File: src/rtl/timecnt_pkg.sv
// Shared types and helpers for arbitrating time-counter readout streams onto one FIFO port.
package timecnt_pkg;

  localparam int unsigned MaxReq     = 8;
  localparam logic [7:0]  PadDefault = 8'hFF;

  typedef enum logic [1:0] {
    StIdle  = 2'd0,
    StXfer  = 2'd1,
    StClose = 2'd2,
    StGap   = 2'd3
  } state_e;

  // First set bit of req searching from ptr+1 upward, wrapping at nreq; ptr if req is empty.
  function automatic logic [2:0] rr_pick(input logic [MaxReq-1:0] req,
                                         input logic [2:0]        ptr,
                                         input int unsigned       nreq);
    logic [2:0]  pick;
    logic        found;
    int unsigned idx;
    pick  = ptr;
    found = 1'b0;
    for (int unsigned off = 1; off <= MaxReq; off++) begin
      idx = (32'(ptr) + off) % nreq;
      if (off <= nreq && !found && req[idx[2:0]]) begin
        pick  = idx[2:0];
        found = 1'b1;
      end
    end
    return pick;
  endfunction

endpackage

File: src/rtl/fifo_arbiter_rr_select.sv
// Combinational round-robin priority encoder: request vector and last winner in, next winner out.
module rr_select
  import timecnt_pkg::*;
#(
  parameter int unsigned NREQ = 4
) (
  input  logic [NREQ-1:0] req_i,
  input  logic [2:0]      ptr_i,
  output logic [NREQ-1:0] onehot_o,
  output logic [2:0]      idx_o,
  output logic            any_o
);

  logic [MaxReq-1:0] req_ext;

  always_comb begin
    req_ext             = '0;
    req_ext[NREQ-1:0]   = req_i;
    any_o               = |req_i;
    idx_o               = rr_pick(req_ext, ptr_i, NREQ);
    onehot_o            = '0;
    for (int unsigned i = 0; i < NREQ; i++) begin
      onehot_o[i] = any_o && (idx_o == 3'(i));
    end
  end

endmodule

File: src/rtl/fifo_arbiter.sv
// Frame-granular round-robin sharing of one packet FIFO write port between NREQ byte streams,
// with backpressure pass-through and forced close of stalled frames.
module fifo_arbiter
  import timecnt_pkg::*;
#(
  parameter int unsigned NREQ    = 4,
  parameter int unsigned TIMEOUT = 1024,
  parameter logic [7:0]  PAD     = PadDefault
) (
  input  logic                clk,
  input  logic                reset,
  input  logic [NREQ-1:0]     rq,
  input  logic [NREQ-1:0]     wr,
  input  logic [8*NREQ-1:0]   data,
  input  logic [NREQ-1:0]     last,
  output logic [NREQ-1:0]     gnt,
  output logic [NREQ-1:0]     rbusy,
  output logic                f_write,
  output logic [7:0]          f_data,
  output logic                f_flag,
  input  logic                f_busy,
  output logic [2:0]          owner,
  output logic                abort
);

  localparam int unsigned      TW       = $clog2(TIMEOUT) + 1;
  localparam logic [TW-1:0]    TimerMax = TW'(TIMEOUT - 1);

  state_e          state_q, state_d;
  logic [NREQ-1:0] gnt_q, gnt_d;
  logic [2:0]      owner_q, owner_d;
  logic [2:0]      rr_q, rr_d;
  logic [TW-1:0]   timer_q, timer_d;
  logic            f_write_q, f_write_d;
  logic [7:0]      f_data_q, f_data_d;
  logic            f_flag_q, f_flag_d;
  logic            abort_q, abort_d;

  logic [NREQ-1:0] pick_oh;
  logic [2:0]      pick_idx;
  logic            pick_any;
  logic [7:0]      sel_byte;
  logic            sel_last;
  logic            accept;

  rr_select #(
    .NREQ (NREQ)
  ) u_rr_select (
    .req_i    (rq),
    .ptr_i    (rr_q),
    .onehot_o (pick_oh),
    .idx_o    (pick_idx),
    .any_o    (pick_any)
  );

  assign rbusy  = ~gnt_q | {NREQ{f_busy}};
  assign accept = |(wr & ~rbusy);

  always_comb begin
    sel_byte = '0;
    sel_last = 1'b0;
    for (int unsigned i = 0; i < NREQ; i++) begin
      if (gnt_q[i]) begin
        sel_byte = data[8*i +: 8];
        sel_last = last[i];
      end
    end
  end

  always_comb begin
    state_d   = state_q;
    gnt_d     = gnt_q;
    owner_d   = owner_q;
    rr_d      = rr_q;
    timer_d   = timer_q;
    f_write_d = 1'b0;
    f_data_d  = f_data_q;
    f_flag_d  = 1'b0;
    abort_d   = 1'b0;
    unique case (state_q)
      StIdle: begin
        if (pick_any) begin
          gnt_d   = pick_oh;
          owner_d = pick_idx;
          rr_d    = pick_idx;
          timer_d = '0;
          state_d = StXfer;
        end
      end
      StXfer: begin
        // An accepted last byte beats a coincident timer expiry.
        if (accept) begin
          f_write_d = 1'b1;
          f_data_d  = sel_byte;
          f_flag_d  = sel_last;
          timer_d   = '0;
          if (sel_last) begin
            gnt_d   = '0;
            state_d = StGap;
          end
        end else if (timer_q == TimerMax) begin
          gnt_d   = '0;
          state_d = StClose;
        end else if (!f_busy) begin
          timer_d = timer_q + 1'b1;
        end
      end
      StClose: begin
        if (!f_busy) begin
          f_write_d = 1'b1;
          f_data_d  = PAD;
          f_flag_d  = 1'b1;
          abort_d   = 1'b1;
          state_d   = StGap;
        end
      end
      StGap: begin
        state_d = StIdle;
      end
      default: begin
        state_d = StIdle;
      end
    endcase
  end

  always_ff @(posedge clk) begin
    if (!reset) begin
      state_q   <= StIdle;
      gnt_q     <= '0;
      owner_q   <= '0;
      rr_q      <= 3'(NREQ - 1);
      timer_q   <= '0;
      f_write_q <= 1'b0;
      f_data_q  <= '0;
      f_flag_q  <= 1'b0;
      abort_q   <= 1'b0;
    end else begin
      state_q   <= state_d;
      gnt_q     <= gnt_d;
      owner_q   <= owner_d;
      rr_q      <= rr_d;
      timer_q   <= timer_d;
      f_write_q <= f_write_d;
      f_data_q  <= f_data_d;
      f_flag_q  <= f_flag_d;
      abort_q   <= abort_d;
    end
  end

  assign gnt     = gnt_q;
  assign owner   = owner_q;
  assign f_write = f_write_q;
  assign f_data  = f_data_q;
  assign f_flag  = f_flag_q;
  assign abort   = abort_q;

endmodule
File: config.mk
export PLATFORM = sky130hd
export DESIGN_NAME = fifo_arbiter
export DESIGN_NICKNAME = d
export VERILOG_FILES = /design/src/rtl/timecnt_pkg.sv /design/src/rtl/fifo_arbiter_rr_select.sv /design/src/rtl/fifo_arbiter.sv
export SDC_FILE = /design/constraint.sdc
export NUM_CORES = 1
export LEC_CHECK = 0
export ABC_AREA = 1
export CELL_PAD_IN_SITES_DETAIL_PLACEMENT = 0
export CELL_PAD_IN_SITES_GLOBAL_PLACEMENT = 2
export CORE_MARGIN = 2
export CORE_UTILIZATION = 24
export DETAILED_ROUTE_END_ITERATION = 10
export PLACE_DENSITY_LB_ADDON = 0.1
export SYNTH_ARGS = -nofsm -noshare
export SYNTH_HDL_FRONTEND = slang
export SYNTH_SLANG_ARGS = --single-unit
File: constraint.sdc
create_clock -name clk -period 2.1 [get_ports clk]
set_input_delay 0.42 -clock clk [delete_from_list [all_inputs] [get_ports clk]]
set_output_delay 0.42 -clock clk [all_outputs]
set_load 0.1 [all_outputs]
==> results of run 1 <==
## where the power goes
group | switching [mW] | internal (mW)
sequential | 0.218 | 0.807
combinational | 2.52 | 1.12
clock | 0.250 | 0.387
total | 2.99 | 2.31
## metrics by stage
stage	std cells	cell area [um^2]	hold WS (ns)
4_1_cts	529	3250	0.439
6_report	529	3250	0.436
5_1_grt	529	3250	0.482
3_5_place_dp	521	3140	0.427
3_3_place_gp	521	3140	0.425
2_1_floorplan	336	2230	0.419
## registers in the layout, summed over array words and instances (netlist names)
signal   count
state_q      2
owner        3
rr_q         2
f_write      1
f_flag       1
f_data       8
gnt          4
timer_q     11
abort        1
## worst paths after layout
check	startpoint	endpoint	slack, ns	depth (start not counted)
hold / removal	owner[2]	owner[2]	0.44	2
setup reg to reg	timer_q[1]	gnt[0]	0.37	9
hold reg to reg	owner[2]	owner[2]	0.44	2
setup / recovery	f_busy	rbusy[3]	0.21	5
## synth_stat cells
cell type	n	area [um^2]
a211oi_1	1	7.51
xor2_1	7	61.3
buf_1	2	7.51
nor3_1	2	10.0
nor4_1	1	6.26
nand2_2	12	75.1
o21ai_0	13	65.1
a21oi_1	31	155
nand2_1	87	327
ha_1	4	50.1
o211ai_1	2	15.0
clkinv_1	2	7.51
inv_4	1	6.26
o21ai_2	1	8.76
clkinv_4	1	8.76
a31o_2	1	8.76
inv_1	18	67.6
nor2_8	1	20.0
a21oi_2	2	17.5
clkbuf_1	6	22.5
o21ai_1	4	20.0
nand2_4	5	56.3
nor2_1	35	131
buf_2	2	10.0
nand4_1	9	56.3
xnor2_1	1	8.76
nor2_4	2	22.5
nand3_2	4	40.0
dfxtp_1	33	661
buf_4	1	7.51
buf_6	2	22.5
a221oi_1	8	70.1
nand3_1	27	135
inv_2	7	26.3
nor2_2	1	6.26
## cell type report
type	count	area [um^2]	share of cell area
multi-input combinational	261	1370	0.422
timing repair buffer	87	843	0.259
sequential	33	666	0.205
tap	111	139	0.0427
inverter	29	116	0.0358
clock buffer	7	86.3	0.0265
clock inverter	1	30.0	0.00923
## worst max-delay path, stage by stage
cell	delay [ns]
clkdlybuf4s50_1	0.51
inv_2	0.09
buf_4	0.15
nand2_1	0.10
buf_12	0.18
## logic make-up (layout without fill, tap and decap cells)
logic type | count (synthesis) | count (layout) | share of synthesized area
compound gates | 63 | 63 | 0.166
buf+inv | 42 | 124 | 0.0839
xor+xnor | 8 | 8 | 0.0316
simple gates | 186 | 186 | 0.399
fa+ha+maj | 4 | 4 | 0.0225
flops | 33 | 33 | 0.297
## routing by layer
layer / wire length (um) / vias to the layer above / track usage
li1: - / 1276 / -
met4: 67 / 0 / 0.0379
met3: 148 / 5 / 0.0230
met1: 3330 / 1080 / 0.197
met2: 3790 / 28 / 0.268
met5: 0 / - / 0
==> metrics.yaml, run 1 <==
sta:
  setup_tns_ns: 0
  fin_crit_ns: 1.89
  fin_skew_ns: 0.00748
  fin_crit_sh: 0.898
  fin_ws_ns: 0.215
  clock.fmax_mhz: 530
  worst_slew_pin_slew_ns: 0.366
  rsz0062_at_grt: "false"
  hold_viol: 0
  slew_violations: 0
  setup_viol_count_final: 0
  relSlewSlack: 0.755
grt:
  grt_pass1_vias: 2415
  grt_pass1_wl_um: 12100
  grt-ovfl-total: 0
  antenna_found_initial: 0
  grt_usage: 0.153
  grt_max_degree: 17
routing:
  drtPass1Iterations: 4
  drt_iter0_drc: 85
  vias_per_cell: 4.52
  wl_per_cell_um: 13.9
  postRouteWirelength_um: 7330
  drc: 0
  final_antenna_net_count: 0
  vias: 2389
cells_and_area:
  syn_to_final_growth_pct: 46.5
  fin_nets: 468
  final_common_cell: "nand2_1"
  fillers: 978
  layout_common_cells: "nand2_1 (87), clkdlybuf4s50_1 (46), nor2_1 (35), buf_4 (35), a21oi_1 (31)"
  drive_above_1_share: 0.215
  diodes: 0
  fin_util: 0.357
clock_tree:
  cts_tree: "done"
  clock_path_buffers: 2
  cts_made_buffers: 5
  path_clk_slew_ns: 0.07
  cts_resized: 0
  insertion_delay_ns: 0.29
  h-tree-depth: 2
  clkSinkCount: 33
  cts_hold_buf: 0
  cts_setup_buffers: 0
  cts-root-buf: "clkbuf_8"
worst_setup_path:
  cp_max_fo: 7
  cp-start-kind: "primary input"
  arrival_ns: 1.47
  cp_data_required_time_ns: 1.68
  endpoint_kind: "primary output"
  path_class: "primary input to primary output"
floorplanning:
  die_w_um: 100
  io_pins: 69
  dieHeight_um: 100
  die_area_um2: 10000
  core_um2: 9110
  start_util: 0.244
  rows: 35
synth:
  yosysSeqAreaShare: 0.297
  netlist_instances: 336
  avgSynthCellArea_um2: 6.61
  yosysUniqueCellTypes: 35
  netlist_area_um2: 2220
  yosysWarnings: 0
  syn-num-nets: 387
  synth-seq-cells: 33
placement:
  gp_congestion: 0.744
  place_hpwl_um: 5850
  pre_cts_ws_ns: -0.00439
  io_buffers: 68
outcome:
  outcome: "finished, final reports clean"
pwr:
  power.density_nw_per_um2: 1630
  peakVddDrop_mv: 1.26
  power_leakage_nw: 1.40
  power.total_mw: 5.30
hold_path:
  hold_class: "register to register"
flow_run:
  cap_violations: 0
Power figures use the tool's default switching activity.
==> run 2, diff against run 1 <==
--- a/config.mk
+++ b/config.mk
@@ -8,10 +8,12 @@
 export ABC_AREA = 1
 export CELL_PAD_IN_SITES_DETAIL_PLACEMENT = 0
 export CELL_PAD_IN_SITES_GLOBAL_PLACEMENT = 2
+export CORE_ASPECT_RATIO = 0.5
 export CORE_MARGIN = 2
-export CORE_UTILIZATION = 24
+export CORE_UTILIZATION = 25
 export DETAILED_ROUTE_END_ITERATION = 10
 export PLACE_DENSITY_LB_ADDON = 0.1
 export SYNTH_ARGS = -nofsm -noshare
 export SYNTH_HDL_FRONTEND = slang
+export SYNTH_HIERARCHICAL = 1
 export SYNTH_SLANG_ARGS = --single-unit
==> metrics.yaml, run 2 <==
clock_tree:
  insertion_delay_ns: 0.27
  h-tree-depth: 2
  cts_hold_buf: 0
  cts-root-buf: "clkbuf_16"
  cts_tree: "done"
  path_clk_slew_ns: 0.05
  cts_resized: 0
  clock_path_buffers: 2
  clkSinkCount: 33
  cts_setup_buffers: 0
  cts_made_buffers: 5
floorplanning:
  rows: 25
  die_w_um: 142
  start_util: 0.256
  io_pins: 69
  core_um2: 9350
  die_area_um2: 10400
  dieHeight_um: 73.1
worst_setup_path:
  cp_max_fo: 13
  reg2reg_to: "timer_q[9]"
  cp_data_required_time_ns: 2.27
  crit_slowest_cell: "clkdlybuf4s50_1"
  path_buf_inv: 2
  endpoint_kind: "register"
  timing.rr.start: "state_q[1]"
  path_class: "primary input to register"
  worst_path_most_repeated_cell: "nor2_1"
  crit_family: "simple AND/OR/NAND/NOR gates"
  crit_chain: "clkdlybuf4s50_1 -> inv_1 -> nand3_1 -> nor2_1 -> a21oi_4 -> nand3_4 -> nand2_4 -> nand2_1 -> nor2_1 -> nor2_1"
  arrival_ns: 2.08
  r2r_cells: 9
  cp-start-kind: "primary input"
  reg2reg_slack_ns: 0.24
  critPathMaxStageDelay_ns: 0.51
hold_path:
  hold_class: "register to register"
  min_from: "f_data[6]"
  min_to: "f_data[6]"
  whs_path_depth: 2
synth:
  synth_ff_type: "dfxtp_1"
  synthMuxAreaShare: 0
  synth_top_area_frac: 0.276
  netlist_area_um2: 2390
  ys_top_cells_by_area: "dfxtp_1 (28%), nand2_1 (19%), a21oi_1 (8.4%), nand3_1 (7.5%), nor2_1 (5.8%)"
  yosysSeqAreaShare: 0.276
  synth_xor_area_frac: 0.00366
  netlist_instances: 378
  synth-edff-count: 0
  syn-num-nets: 429
  synth_commonest_cells: "nand2_1 (122), a21oi_1 (40), nor2_1 (37)"
  synthAdderAreaFrac: 0.0209
  synth_compound_area_frac: 0.135
  yosysUniqueCellTypes: 31
  synth-simple-area-share: 0.482
  async_reset_ff_frac: 0
  synth-seq-cells: 33
  synth.most_common_cell: "nand2_1"
  synth_top_area_cell: "dfxtp_1"
  avgSynthCellArea_um2: 6.32
  yosysWarnings: 6
  synth_top_family_by_area: "simple AND/OR/NAND/NOR gates"
sta:
  whs_ns: 0.461
  setup_viol_count_final: 0
  worst_slew_pin_slew_ns: 0.526
  fin_crit_sh: 0.911
  fin_crit_ns: 1.91
  slew_violations: 0
  fin_skew_ns: 0.00403
  rsz0062_at_grt: "false"
  relSlewSlack: 0.648
  clock.fmax_mhz: 523
  hold_viol: 0
cells_and_area:
  fillers: 1011
  largest_reg_flops: 11
  fin_nets: 519
  drive_above_1_share: 0.215
  diodes: 0
  fin_util: 0.376
  instances_no_fill: 590
  largest-register: "timer_q"
  syn_to_final_growth_pct: 47.2
  layout_common_cells: "nand2_1 (121), clkdlybuf4s50_1 (46), buf_4 (43), a21oi_1 (40), nor2_1 (37)"
  final_common_cell: "nand2_1"
routing:
  postRouteWirelength_um: 7900
  wl_per_cell_um: 13.4
  vias_per_cell: 4.48
  vias: 2645
  drt_iter0_drc: 105
  final_antenna_net_count: 0
  drc: 0
  drtPass1Iterations: 4
placement:
  gp_congestion: 0.931
  io_buffers: 68
  place_inst: 582
  place_hpwl_um: 6300
grt:
  grt_usage: 0.152
  grt_pass1_wl_um: 12300
  grt-ovfl-total: 0
  grt_max_degree: 21
  antenna_found_initial: 0
  grt_pass1_vias: 2446
pwr:
  power_leakage_nw: 1.59
  power.density_nw_per_um2: 1550
  peakVddDrop_mv: 0.437
  power.total_mw: 5.43
flow_run:
  cap_violations: 0
outcome:
  outcome: "finished, final reports clean"
## run 2: changes by cell type in the layout (fill, tap and decap cells not counted), sizes merged, moves of 6 or more
cell	before	now
nand2	104	144
a21oi	33	41
o21ai	18	9
buf	41	49
a221oi	8	0
o211ai	2	8
xor2	7	1
nand3	31	43
## run 2: logic make-up after synthesis
logic type,Yosys count
AND/OR/NAND/NOR,239
adder cells (fa/ha/maj),4
buffers and inverters,43
AO/OA/AOI/OAI,58
XOR/XNOR,1
flip-flops,33
## run 2: through the flow
step	cell area, um^2	worst slack (ns)	setup TNS, ns
2_1_floorplan	2400	0.0815	0
3_3_place_gp	3370	-0.0850	-0.350
3_5_place_dp	3370	-0.0871	-0.524
4_1_cts	3520	0.203	0
5_1_grt	3520	0.0617	0
6_report	3520	0.186	0
## run 2: worst max-delay path by stage
stage,from,to,slack (ns),depth (start not counted)
2_1_floorplan,gnt[0],gnt[1],0.08,9
4_1_cts,f_busy,rbusy[3],0.20,5
3_5_place_dp,rq[1],timer_q[9],-0.09,10
3_3_place_gp,rq[1],timer_q[9],-0.09,10
6_report,rq[1],timer_q[9],0.19,10
5_1_grt,rq[1],timer_q[9],0.06,11
## run 2: worst min-delay path, stage by stage, from the launching register on
cell,delay [ns]
dfxtp_1,0.31
nand2_1,0.06
a21oi_1,0.05
## run 2: layout make-up
| type | count | area, um^2 | area share |
|---|---|---|---|
| flip-flops and latches | 33 | 664 | 0.189 |
| clock buffers | 5 | 125 | 0.0356 |
| multi-input cells | 302 | 1530 | 0.436 |
| repair buffers | 95 | 903 | 0.257 |
| clock inverters | 3 | 17.5 | 0.00498 |
| well taps | 121 | 151 | 0.0430 |
| inverters | 31 | 121 | 0.0345 |
## run 2: power breakdown
group / total (mW) / internal [mW] / switching (mW) / leakage, nW
combinational: 3.77 / 1.26 / 2.51 / 1.25
clock: 0.699 / 0.434 / 0.265 / 0.0696
sequential: 0.968 / 0.781 / 0.187 / 0.270
total: 5.43 / 2.48 / 2.96 / 1.59
## run 2: routing by layer
layer  share of wire  up-vias  GRT usage
met5               0        -          0
met4          0.0042        0     0.0233
met3           0.060        2     0.0289
met2            0.39       77      0.235
met1            0.54     1154      0.222
li1                -     1412          -
==> run 3, diff against run 2 <==
==> constraint.sdc (replaced) <==
create_clock -name clk -period 2.1 [get_ports clk]
set_input_delay 0.21 -clock clk [delete_from_list [all_inputs] [get_ports clk]]
set_output_delay 0.21 -clock clk [all_outputs]
set_load 0.1 [all_outputs]
==> metrics.yaml, run 3 (synthesis gave the netlist of run 2 again) <==
outcome:
  outcome: "finished, final reports clean"
floorplanning:
  core_um2: 9350
  rows: 25
  die_w_um: 142
  io_pins: 69
  dieHeight_um: 73.1
  die_area_um2: 10400
  start_util: 0.256
cells_and_area:
  final_common_cell: "nand2_1"
  syn_to_final_growth_pct: 41.8
  seq_area_um2: 661
  fin_nets: 504
  fillers: 1003
  layout_common_cells: "nand2_1 (122), clkdlybuf4s50_1 (46), a21oi_1 (40), nor2_1 (37), nand3_1 (36)"
  instances_no_fill: 575
  largest_reg_flops: 11
  multiInputGateArea_um2: 1530
  largest-register: "timer_q"
  fin_util: 0.362
  drive_above_1_share: 0.181
  diodes: 0
pwr:
  p_seq_frac: 0.176
  p_comb_frac: 0.678
  p_int_mw: 2.35
  power_leakage_nw: 1.52
  switching_share: 0.554
  power_switching_mw: 2.92
  peakVddDrop_mv: 0.511
  power.density_nw_per_um2: 1550
  clkPwrFrac: 0.146
clock_tree:
  clock_path_buffers: 2
  cts_tree: "done"
  cts_made_buffers: 5
  cts_resized: 0
  cts-root-buf: "clkbuf_16"
  insertion_delay_ns: 0.28
  cts_setup_buffers: 0
  h-tree-depth: 2
  path_clk_slew_ns: 0.05
  cts_hold_buf: 0
  clkSinkCount: 33
sta:
  worst_slew_pin_slew_ns: 0.575
  setup_viol_count_final: 0
  fin_skew_ns: 0.00253
  fin_crit_ns: 1.87
  setup_tns_ns: 0
  whs_ns: 0.465
  fin_crit_sh: 0.891
  relSlewSlack: 0.615
  clock.fmax_mhz: 535
  rsz0062_at_grt: "false"
  hold_viol: 0
  slew_violations: 0
routing:
  final_antenna_net_count: 0
  drc: 0
  wl_per_cell_um: 13.5
  vias: 2622
  vias_per_cell: 4.56
  drtPass1Iterations: 4
  postRouteWirelength_um: 7790
  drt_iter0_drc: 130
worst_setup_path:
  cp_max_fo: 14
  arrival_ns: 2.03
  endpoint_kind: "register"
  path_class: "register to register"
  cp-start-kind: "register"
  cp_data_required_time_ns: 2.26
placement:
  io_buffers: 68
  place_hpwl_um: 6210
  place_inst: 567
  gp_congestion: 0.786
grt:
  antenna_found_initial: 0
  grt-ovfl-total: 0
  grt_pass1_vias: 2396
  grt_usage: 0.156
  grt_pass1_wl_um: 12700
  grt_max_degree: 21
flow_run:
  cap_violations: 0
hold_path:
  hold_class: "register to register"
run 3: changes by cell type in the layout (fill, tap and decap cells not counted), sizes merged:
cell / before / now
buf: 49 / 34
clkbuf: 5 / 7
clkinvlp: 1 / 0
clkinv: 3 / 2
run 3: final timing paths:
| kind | start | endpoint | slack, ns | depth (start not counted) |
|---|---|---|---|---|
| max reg2reg | gnt[1] | gnt[1] | 0.23 | 9 |
| min | f_data[7] | f_data[7] | 0.47 | 2 |
| max | gnt[1] | gnt[1] | 0.23 | 9 |
| min reg2reg | f_data[7] | f_data[7] | 0.47 | 2 |
run 3: stage by stage:
step	setup slack (ns)	cell area [um^2]	power [mW]
2_1_floorplan	0.00861	2390	3.70
3_3_place_gp	0.0901	3230	4.50
3_5_place_dp	0.0623	3230	4.52
4_1_cts	0.228	3390	5.31
5_1_grt	0.0117	3390	5.70
6_report	0.229	3390	5.26
run 3: power by group through the flow:
| stage | registers (mW) | logic (mW) | clock network [mW] |
|---|---|---|---|
| CTS | 0.926 | 3.59 | 0.793 |
| global route | 0.951 | 3.93 | 0.826 |
| floorplan | 1.59 | 2.11 | 0 |
| global placement | 0.936 | 3.57 | 0 |
| detailed placement | 0.936 | 3.58 | 0 |
| finish | 0.926 | 3.57 | 0.768 |
run 3: area by class of cell:
| class | instances | share of cell area |
|---|---|---|
| clock buffers | 7 | 0.0451 |
| clock inverters | 1 | 0.00148 |
| inverters | 31 | 0.0358 |
| multi-input cells | 302 | 0.452 |
| flip-flops and latches | 33 | 0.195 |
| well taps | 121 | 0.0447 |
| repair buffers | 80 | 0.226 |
run 3: layer usage:
layer,vias to the layer above,track usage,wire length [um]
li1,1383,-,-
met1,1146,0.235,4180
met2,86,0.224,2940
met3,7,0.0322,584
met4,0,0.0400,78
met5,-,0,0
run 3: critical path: stages, from the launching register on:
cell and delay (ns):
dfxtp_1 0.67, inv_1 0.17, nand3_1 0.10, nand2_1 0.05
a21oi_1 0.29, nand2_2 0.15, nand3_1 0.15, nand2_1 0.07
nand2_1 0.06, nor2_1 0.04
